`config.mk`:
```
export PLATFORM = sky130hd
export DESIGN_NAME = pc_fetch_unit
export DESIGN_NICKNAME = d
export VERILOG_FILES = /design/src/rtl/pc_fetch_unit_pkg.sv /design/src/rtl/pc_fetch_unit_timeout_cnt.sv /design/src/rtl/pc_fetch_unit.sv
export SDC_FILE = /design/constraint.sdc
export NUM_CORES = 1
export LEC_CHECK = 0
export CORE_UTILIZATION = 41
export DETAILED_ROUTE_END_ITERATION = 10
export PLACE_DENSITY = 0.92
export SYNTH_ARGS = -nofsm -noshare
export SYNTH_HDL_FRONTEND = slang
export SYNTH_HIERARCHICAL = 1
export SYNTH_SLANG_ARGS = --single-unit
```
`constraint.sdc`:
```
create_clock -name clk -period 3.2 [get_ports clk]
set_clock_uncertainty 0.05 [all_clocks]
set_input_delay 0.32 -clock clk [delete_from_list [all_inputs] [get_ports clk]]
set_output_delay 0.32 -clock clk [all_outputs]
set_load 0.005 [all_outputs]
```
`src/rtl/pc_fetch_unit_pkg.sv`:
```
// Shared fetch definitions: FSM state encodings, error codes, default reset PC.
package pc_fetch_unit_pkg;

    typedef enum logic [1:0] {
        S_IDLE = 2'd0,
        S_REQ  = 2'd1,
        S_HOLD = 2'd2,
        S_ERR  = 2'd3
    } fetch_state_t;

    localparam logic [1:0]  ERR_NONE     = 2'b00;
    localparam logic [1:0]  ERR_MISALIGN = 2'b01;
    localparam logic [1:0]  ERR_TIMEOUT  = 2'b10;

    localparam logic [31:0] DEFAULT_RESET_PC = 32'h0000_3000;

    function automatic logic is_aligned(input logic [31:0] addr);
        return addr[1:0] == 2'b00;
    endfunction

endpackage

```
`src/rtl/pc_fetch_unit_timeout_cnt.sv`:
```
// Fetch wait counter: pulses expired on the TIMEOUT-th consecutive enabled cycle.
module fetch_timeout_cnt #(
    parameter int TIMEOUT = 16
) (
    input  logic clk,
    input  logic rst,
    input  logic enable,
    input  logic clear,
    output logic expired
);

    localparam int CW = $clog2(TIMEOUT + 1);

    logic [CW-1:0] cnt;

    always_ff @(posedge clk or posedge rst) begin
        if (rst) begin
            cnt <= '0;
        end else if (clear) begin
            cnt <= '0;
        end else if (enable) begin
            cnt <= cnt + 1'b1;
        end
    end

    // Fires during the last allowed wait cycle so the FSM leaves on that edge.
    assign expired = enable && (cnt == CW'(TIMEOUT - 1));

endmodule

```
`src/rtl/pc_fetch_unit.sv`:
```
// PC register and instruction-fetch sequencer with req/ack memory handshake.
module pc_fetch_unit
    import pc_fetch_unit_pkg::*;
#(
    parameter logic [31:0] RESET_PC = DEFAULT_RESET_PC,
    parameter int          TIMEOUT  = 16,
    parameter int          CNT_W    = 16
) (
    input  logic             clk,
    input  logic             rst,
    input  logic [31:0]      nPC,
    input  logic             npc_load,
    output logic [31:0]      PC,
    output logic             im_req,
    output logic [31:0]      im_addr,
    input  logic             im_ack,
    input  logic [31:0]      im_rdata,
    output logic [31:0]      instr,
    output logic             instr_valid,
    output logic             err,
    output logic [1:0]       err_code,
    output logic [CNT_W-1:0] fetch_cnt
);

    fetch_state_t state_q;
    fetch_state_t state_d;
    logic         wait_en;
    logic         wait_clr;
    logic         expired;
    logic         npc_ok;

    assign npc_ok   = is_aligned(nPC);
    assign wait_en  = (state_q == S_REQ) && !im_ack;
    assign wait_clr = (state_q != S_REQ);

    fetch_timeout_cnt #(
        .TIMEOUT (TIMEOUT)
    ) u_timeout (
        .clk     (clk),
        .rst     (rst),
        .enable  (wait_en),
        .clear   (wait_clr),
        .expired (expired)
    );

    always_ff @(posedge clk or posedge rst) begin
        if (rst) begin
            state_q <= S_IDLE;
        end else begin
            state_q <= state_d;
        end
    end

    always_comb begin
        state_d = state_q;
        unique case (state_q)
            S_IDLE: state_d = S_REQ;
            S_REQ: begin
                if (im_ack) begin
                    state_d = S_HOLD;
                end else if (expired) begin
                    state_d = S_ERR;
                end
            end
            S_HOLD: begin
                if (npc_load) begin
                    state_d = npc_ok ? S_REQ : S_ERR;
                end
            end
            S_ERR:   state_d = S_ERR;
            default: state_d = S_IDLE;
        endcase
    end

    // Request is decoded from the registered state so reset kills it at once.
    always_comb begin
        im_req  = (state_q == S_REQ);
        im_addr = PC;
    end

    always_ff @(posedge clk or posedge rst) begin
        if (rst) begin
            PC          <= RESET_PC;
            instr       <= '0;
            instr_valid <= 1'b0;
            err         <= 1'b0;
            err_code    <= ERR_NONE;
            fetch_cnt   <= '0;
        end else begin
            unique case (state_q)
                S_REQ: begin
                    if (im_ack) begin
                        instr       <= im_rdata;
                        instr_valid <= 1'b1;
                    end else if (expired) begin
                        err      <= 1'b1;
                        err_code <= ERR_TIMEOUT;
                    end
                end
                S_HOLD: begin
                    if (npc_load) begin
                        instr_valid <= 1'b0;
                        if (npc_ok) begin
                            PC        <= nPC;
                            fetch_cnt <= fetch_cnt + 1'b1;
                        end else begin
                            err      <= 1'b1;
                            err_code <= ERR_MISALIGN;
                        end
                    end
                end
                S_ERR: begin
                    instr_valid <= 1'b0;
                end
                default: begin
                end
            endcase
        end
    end

endmodule

```
### Word level (Yosys, flattened, before mapping)

Index checks and enable logic that the tools add are counted.

| operators by class | value |
|---|---|
| add/subtract/negate cells | 2 |
| $mul | 0 |
| divide/modulo/power cells | 0 |
| magnitude comparators | 0 |
| equal/unequal tests | 11 |
| shift-type cells | 0 |
| muxes and demuxes | 20 |
| bitwise operators | 0 |
| reduce and logical (&&, ||, !) cells | 13 |

Operators by type and width:

| operator | number |
|---|---|
| 16-bit by 1-bit adder with 16-bit output (second input constant) | 1 |
| 2-bit 2-to-1 mux | 8 |
| 5-bit 2-to-1 mux | 2 |
| 2-bit case mux with 4 select lines | 1 |
| 1-bit 2-to-1 mux | 6 |
| 2-bit by 1-bit != test with 1-bit output (second input constant) | 3 |
| 2-bit != test (second input constant) | 3 |
| 3-bit AND reduction | 2 |
| 5-bit by 1-bit adder with 5-bit output (second input constant) | 1 |
| 5-bit by 4-bit == test with 1-bit output (second input constant) | 1 |
| 5-bit AND reduction | 1 |
| 2-bit == test (second input constant) | 2 |
| 2-bit logical NOT | 2 |
| 2-bit case mux with 2 select lines | 1 |
| 2-bit AND reduction | 2 |
| 2-bit nonzero test | 2 |
| 3-bit by 1-bit != test with 1-bit output (second input constant) | 1 |
| 1-bit case mux with 3 select lines | 1 |
| 3-bit nonzero test | 1 |
| 2-bit by 1-bit == test with 1-bit output (second input constant) | 1 |
| 1-bit logical AND | 2 |
| 1-bit case mux with 2 select lines | 1 |
| 1-bit logical NOT | 1 |

| storage, ports and cells | value |
|---|---|
| bits in registers | 91 |
| bits in latches | 0 |
| bits in writable memories | 0 |
| bits in read-only memories | 0 |
| input bits | 68 |
| output and inout bits | 117 |
| memories | 0 |

### Depth between registers and ports, before layout

Gate-level depths: netlist of the first run.

| depth | value |
|---|---|
| depth in word-level cells | 6 |
| depth in mapped cells | 7 |
| mapped depth without buffers | 6 |

### Modules after synthesis

Netlist of the first run, hierarchy kept.

Modules (own cells, without submodules):

| module | times used | cells an instance | area each (µm²) | seq. area each (µm²) |
|---|---|---|---|---|
| pc_fetch_unit | 1 | 324 | 3609.7 | 2154.6 |
| fetch_timeout_cnt | 1 | 25 | 289.0 | 125.1 |

### Worst setup path before layout of the first run

Ideal clock, no wire load.

| path | value |
|---|---|
| path kind | input port to flip-flop |
| from | input nPC[1] |
| to | register fetch_cnt[15] |
| setup time | 123 ps |
| data arrival time | 1491 ps |
| required time | 3027 ps |
| slack | 1536 ps |
| cell stages on the path | 5 |
| path buffers | 1 |
| path through | or3b_1 -> buf_6 -> nor4_4 -> nand4_1 -> xnor2_1 |

| between the ends | value |
|---|---|
| longest elaborated chain between the ends | 2 |

RTL lines:

| what | RTL line | text |
|---|---|---|
| start: declaration | pc_fetch_unit.sv:11 | `input logic [31:0] nPC,` |
| 2-bit logical NOT | pc_fetch_unit_pkg.sv:18 | `return addr[1:0] == 2'b00;` |
| 3-bit AND reduction (no source line) | n/a |  |
| end signal: assignment | pc_fetch_unit.sv:105 | `fetch_cnt <= fetch_cnt + 1'b1;` |
| end: declaration | pc_fetch_unit.sv:22 | `output logic [CNT_W-1:0] fetch_cnt` |

No other way between the ends.
A chain may end at the register's enable or synchronous reset.

### Final worst setup path of the first run

| path | value |
|---|---|
| from | input npc_load |
| to | register PC[0] |

| between the ends | value |
|---|---|
| longest elaborated chain between the ends | 1 |

RTL lines:

| what | RTL line | text |
|---|---|---|
| start: declaration | pc_fetch_unit.sv:12 | `input logic npc_load,` |
| 3-bit AND reduction (no source line) | n/a |  |
| end signal: assignment | pc_fetch_unit.sv:104 | `PC <= nPC;` |
| end: declaration | pc_fetch_unit.sv:13 | `output logic [31:0] PC,` |

No other way between the ends.

==> flow_metrics.env, run 1 <==
export IMPL_outcome="finished clean"
export IMPL_diodes=0
export IMPL_hold_buffers=0
export IMPL_placed_area_um2=5637
export IMPL_setup_violations=0
export IMPL_syn_area_um2=3899
export IMPL_dp_final_hpwl_um=7056
export IMPL_place_inst=622
export IMPL_min_path_type="in -> async"
export IMPL_m1WireLength_um=3655
export IMPL_cts_sinks=91
export IMPL_timing_worst_slew_pin_value_ns=0.7743
export IMPL_r2r_start="state_q[1]"
export IMPL_grt_pass1_vias=3084
export IMPL_via_per_inst=4.663
export IMPL_pre_cts_slack_ns=0.5479
export IMPL_ys_warn_count=6
export IMPL_layout_commonest_cell="clkdlybuf4s50_1"
export IMPL_cts_buffers=9
export IMPL_post_route_min_period_ns=2.299
export IMPL_cp_arrival_ns=2.48
export IMPL_fill_cells=722
export IMPL_wl_per_cell_um=14.53
export IMPL_synth_cell_types=34
export IMPL_vias=2975
export IMPL_io_pins=185
export IMPL_period_share=0.7184
export IMPL_clkLatencyLatePin_ns=0.34
export IMPL_synth_edf_count=0
export IMPL_antenna_found_initial=0
export IMPL_syn_nets=420
export IMPL_cts_max_path_buffers=2
export IMPL_drive_above_1_share=0.1139
export IMPL_setup_tns_ns=0
export IMPL_power_density_nw_per_um2=530.3
export IMPL_cap_violations=0
export IMPL_drt_iter0_drc=97
export IMPL_grt_max_degree=58
export IMPL_maxSlewViolCount=0
export IMPL_grtUsageTotal=0.1961
export IMPL_clockRootBuffer="clkbuf_8"
export IMPL_overflow=0
export IMPL_cts_tree="yes"
export IMPL_ys_ff_latch=91
export IMPL_final_area_um2=5801
export IMPL_ctsResizeCount=0
export IMPL_clk_pin_slew_worst_paths_ns=0.08
export IMPL_syn_avg_cell_area_um2=11.17
export IMPL_async_flop_share=1.000
export IMPL_final_cell_mix="clkdlybuf4s50_1 (184), nand2_1 (104), dfrtp_1 (89)"
export IMPL_start_kind="input pin"
export IMPL_hold_viol_final=0
export IMPL_setup_ws_ns=0.9012
export IMPL_critPathLaunch="npc_load"
export IMPL_route_detailed_drc=0
export IMPL_io_buffer_count=184
export IMPL_slew_limit_headroom=0.4838
export IMPL_timing_fmax_mhz=435.0
export IMPL_dr_wl_met3_um=869
export IMPL_dominantRegCellSynth="dfrtp_1"
export IMPL_required_ns=3.38
export IMPL_routed_wl_met2_um=4646
export IMPL_grt_pass1_wl_um=15130
export IMPL_path_class="in -> reg"
export IMPL_wirelength_um=9268
export IMPL_start_util=0.4219
export IMPL_postCtsSetupRepairBufs=0
export IMPL_p_leak_nw=2.615
export IMPL_nets=575
export IMPL_place_gp_congestion=0.7788
export IMPL_final_cells=638
export IMPL_die_x_um=99.52
export IMPL_syn2layout_area_growth_pct=48.78
export IMPL_worst_path_max_fanout=21
export IMPL_syn_inst=349
export IMPL_ant_nets=0
export IMPL_rows=35
export IMPL_vdd_drop_max_mv=0.3277
export IMPL_multi_input_area_um2=1287
export IMPL_htreeDepth=3
export IMPL_first_pass_iters=4
export IMPL_regArea_um2=2280
export IMPL_routed_top_layer="met4"
export IMPL_seq_area_frac_synth=0.5847
export IMPL_cp_end_kind="register"
export IMPL_die_h_um=99.52
export IMPL_die_area_um2=9903
export IMPL_core_region_area_um2=9240
export IMPL_rsz0062_at_grt="false"
-- critical path: stages --
cell and delay (ns):
clkdlybuf4s50_1 0.51, or3b_1 0.57, or2_1 0.58, buf_4 0.32, and2_1 0.16
-- layout make-up --
| cell class | instances | area share |
|---|---|---|
| inverters | 6 | 0.004098 |
| clock buffers | 13 | 0.02567 |
| repair buffers | 188 | 0.3248 |
| multi-input cells | 208 | 0.2220 |
| clock inverters | 3 | 0.002588 |
| flip-flops and latches | 91 | 0.3930 |
| well taps | 129 | 0.02783 |
-- sequential cells by signal, indices dropped and copies added (netlist names) --
signal and count:
PC 32, u_timeout/cnt 5, err 1, instr_valid 1
fetch_cnt 16, err_code 2, instr 32, state_q 2
-- cells in the mapped netlist, drive strengths merged (4+ instances only) --
library cell  count  area (um^2)
nand2           104        390.4
dfrtp            89         2227
buf              43        307.8
mux2             33        375.4
nor2             13        48.80
xnor2            11        96.34
inv               6        22.52
nand4             6        52.55
xor2              5        43.79
nand3             4        20.02
-- per-layer routing --
| metal | up-vias | global-route usage |
|---|---|---|
| met2 | 148 | 0.3381 |
| met3 | 9 | 0.07027 |
| met1 | 1421 | 0.2315 |
| li1 | 1397 | - |
| met4 | 0 | 0.05430 |
| met5 | - | 0 |
-- power by group --
part	total, W	internal [W]	switching, W
clock network	0.000668	0.000301	0.000366
logic	0.000904	0.000647	0.000257
registers	0.00150	0.00137	0.000137
total	0.00308	0.00232	0.000760
-- kinds of logic (layout without fill, tap and decap cells) --
kind of cell,after synthesis,count (layout),synth area share
flops,91,91,0.5847
mux,34,34,0.09884
fa+ha+maj,3,3,0.009629
buf+inv,50,210,0.08568
simple gates,146,146,0.1704
xor+xnor,16,16,0.03594
compound gates,9,9,0.01476
-- final timing paths --
check / to / slack, ns / cells after the start
setup / recovery: PC[0] / 0.90 / 5
hold / removal: u_timeout/cnt[4] / 0.20 / 2
setup reg to reg: u_timeout/cnt[3] / 1.19 / 4
hold reg to reg: PC[12] / 0.43 / 2
max in group asynchronous: PC[13] / 2.06 / 3
min in group clk: PC[12] / 0.43 / 2
-- per-stage QoR --
step | utilization | total power, W | hold slack [ns]
finish | 0.6278 | 0.003076 | 0.2009
global route | 0.6278 | 0.003256 | 0.2154
CTS | 0.6278 | 0.003121 | 0.1874
detailed placement | 0.6100 | 0.002442 | 0.4141
global placement | 0.6100 | 0.002399 | 0.4069
floorplan | - | 0.001809 | 0.04852
Note: power is estimated with default switching activity, not from simulation.
==> run 2, diff against run 1 <==
==> constraint.sdc (replaced) <==
create_clock -name clk -period 2.25 [get_ports clk]
set_clock_uncertainty 0.05 [all_clocks]
set_input_delay 0.225 -clock clk [delete_from_list [all_inputs] [get_ports clk]]
set_output_delay 0.225 -clock clk [all_outputs]
set_load 0.005 [all_outputs]
==> flow_metrics.env, run 2 (synthesis gave the netlist of run 1 again) <==
export IMPL_outcome="finished clean"
export IMPL_cts_max_path_buffers=2
export IMPL_cts_buffers=9
export IMPL_slew_limit_headroom=0.7317
export IMPL_cp_arrival_ns=1.70
export IMPL_wirelength_um=9072
export IMPL_grt_max_degree=61
export IMPL_worstRegToRegCells=5
export IMPL_cp_end_kind="output pin"
export IMPL_setup_tns_ns=0
export IMPL_drt_iter0_drc=91
export IMPL_syn2layout_area_growth_pct=50.48
export IMPL_via_per_inst=4.540
export IMPL_min_path_type="in -> async"
export IMPL_grtUsageTotal=0.1879
export IMPL_ant_nets=0
export IMPL_timing_worst_slew_pin_value_ns=0.3995
export IMPL_routed_wl_met2_um=4553
export IMPL_final_cells=642
export IMPL_die_x_um=99.52
export IMPL_maxSlewViolCount=0
export IMPL_final_cell_mix="clkdlybuf4s50_1 (184), nand2_1 (104), dfrtp_1 (89)"
export IMPL_clk_pin_slew_worst_paths_ns=0.08
export IMPL_drive_above_1_share=0.1209
export IMPL_place_inst=626
export IMPL_start_util=0.4219
export IMPL_grt_pass1_wl_um=14430
export IMPL_layout_commonest_cell="clkdlybuf4s50_1"
export IMPL_period_share=0.8789
export IMPL_cap_violations=0
export IMPL_post_route_min_period_ns=1.978
export IMPL_grt_pass1_vias=2966
export IMPL_wl_per_cell_um=14.13
export IMPL_timing_fmax_mhz=505.7
export IMPL_final_area_um2=5867
export IMPL_m1WireLength_um=3629
export IMPL_p_leak_nw=2.643
export IMPL_overflow=0
export IMPL_clockRootBuffer="clkbuf_8"
export IMPL_vdd_drop_max_mv=0.5584
export IMPL_antenna_found_initial=0
export IMPL_path_class="reg -> out"
export IMPL_setup_violations=0
export IMPL_first_pass_iters=4
export IMPL_routed_top_layer="met4"
export IMPL_cts_tree="yes"
export IMPL_holdWs_ns=0.1379
export IMPL_io_pins=185
export IMPL_start_kind="register"
export IMPL_core_region_area_um2=9240
export IMPL_route_detailed_drc=0
export IMPL_diodes=0
export IMPL_hold_viol_final=0
export IMPL_reg_largest_list="PC: 32 flops, instr: 32 flops, fetch_cnt: 16 flops"
export IMPL_power_density_nw_per_um2=750.8
export IMPL_total_power_w=0.004405
export IMPL_nets=579
export IMPL_cts_sinks=91
export IMPL_placed_area_um2=5694
export IMPL_rsz0062_at_grt="false"
export IMPL_io_buffer_count=184
export IMPL_die_area_um2=9903
export IMPL_htreeDepth=3
export IMPL_dr_wl_met3_um=768
export IMPL_required_ns=1.98
export IMPL_dp_final_hpwl_um=7029
export IMPL_die_h_um=99.52
export IMPL_place_gp_congestion=0.7837
export IMPL_hold_buffers=0
export IMPL_vias=2915
export IMPL_worst_path_max_fanout=8
export IMPL_ctsResizeCount=0
export IMPL_postCtsSetupRepairBufs=0
export IMPL_rows=35
export IMPL_clkLatencyLatePin_ns=0.33
==> run 2: worst paths after layout <==
| path | from | endpoint | slack (ns) |
|---|---|---|---|
| max in group asynchronous | rst | PC[12] | 1.51 |
| min in group clk | nPC[13] | PC[13] | 0.33 |
| worst max register to register | state_q[1] | instr[31] | 0.57 |
| worst max-delay path | state_q[1] | im_req | 0.27 |
| worst min register to register | PC[12] | PC[12] | 0.42 |
| worst min-delay path | rst | u_timeout/cnt[4] | 0.14 |
==> run 2: area by class of cell <==
| cell class | instances | area [um^2] |
|---|---|---|
| Fill cell | 743 | 3373 |
| Tap cell | 129 | 161.4 |
| Sequential cell | 91 | 2280 |
| Inverter | 6 | 26.28 |
| Multi-Input combinational cell | 208 | 1287 |
| Timing Repair Buffer | 192 | 1939 |
| Clock buffer | 14 | 162.7 |
| Clock inverter | 2 | 10.01 |
==> run 2: where the power goes <==
group	leakage (nW)	internal (W)	switching, W
logic	1.38	0.000923	0.000364
registers	1.17	0.00195	0.000187
clock network	0.0905	0.000461	0.000524
==> run 2: layer usage <==
layer,vias up,track usage
met1,1357,0.2204
met2,139,0.3232
li1,1406,-
met3,13,0.06817
met5,-,0
met4,0,0.05656
==> run 2: critical path: stages (launching register included) <==
cell	delay, ns
dfrtp_1	0.43
nand2b_1	0.28
inv_1	0.13
clkdlybuf4s50_1	0.54
==> run 2: metrics by stage <==
step	utilization	worst slack (ns)
after floorplan	-	0.6553
after global routing	0.6349	0.1532
final	0.6349	0.2724
after detailed placement	0.6162	0.03452
after global placement	0.6162	0.09790
after CTS	0.6349	0.2489
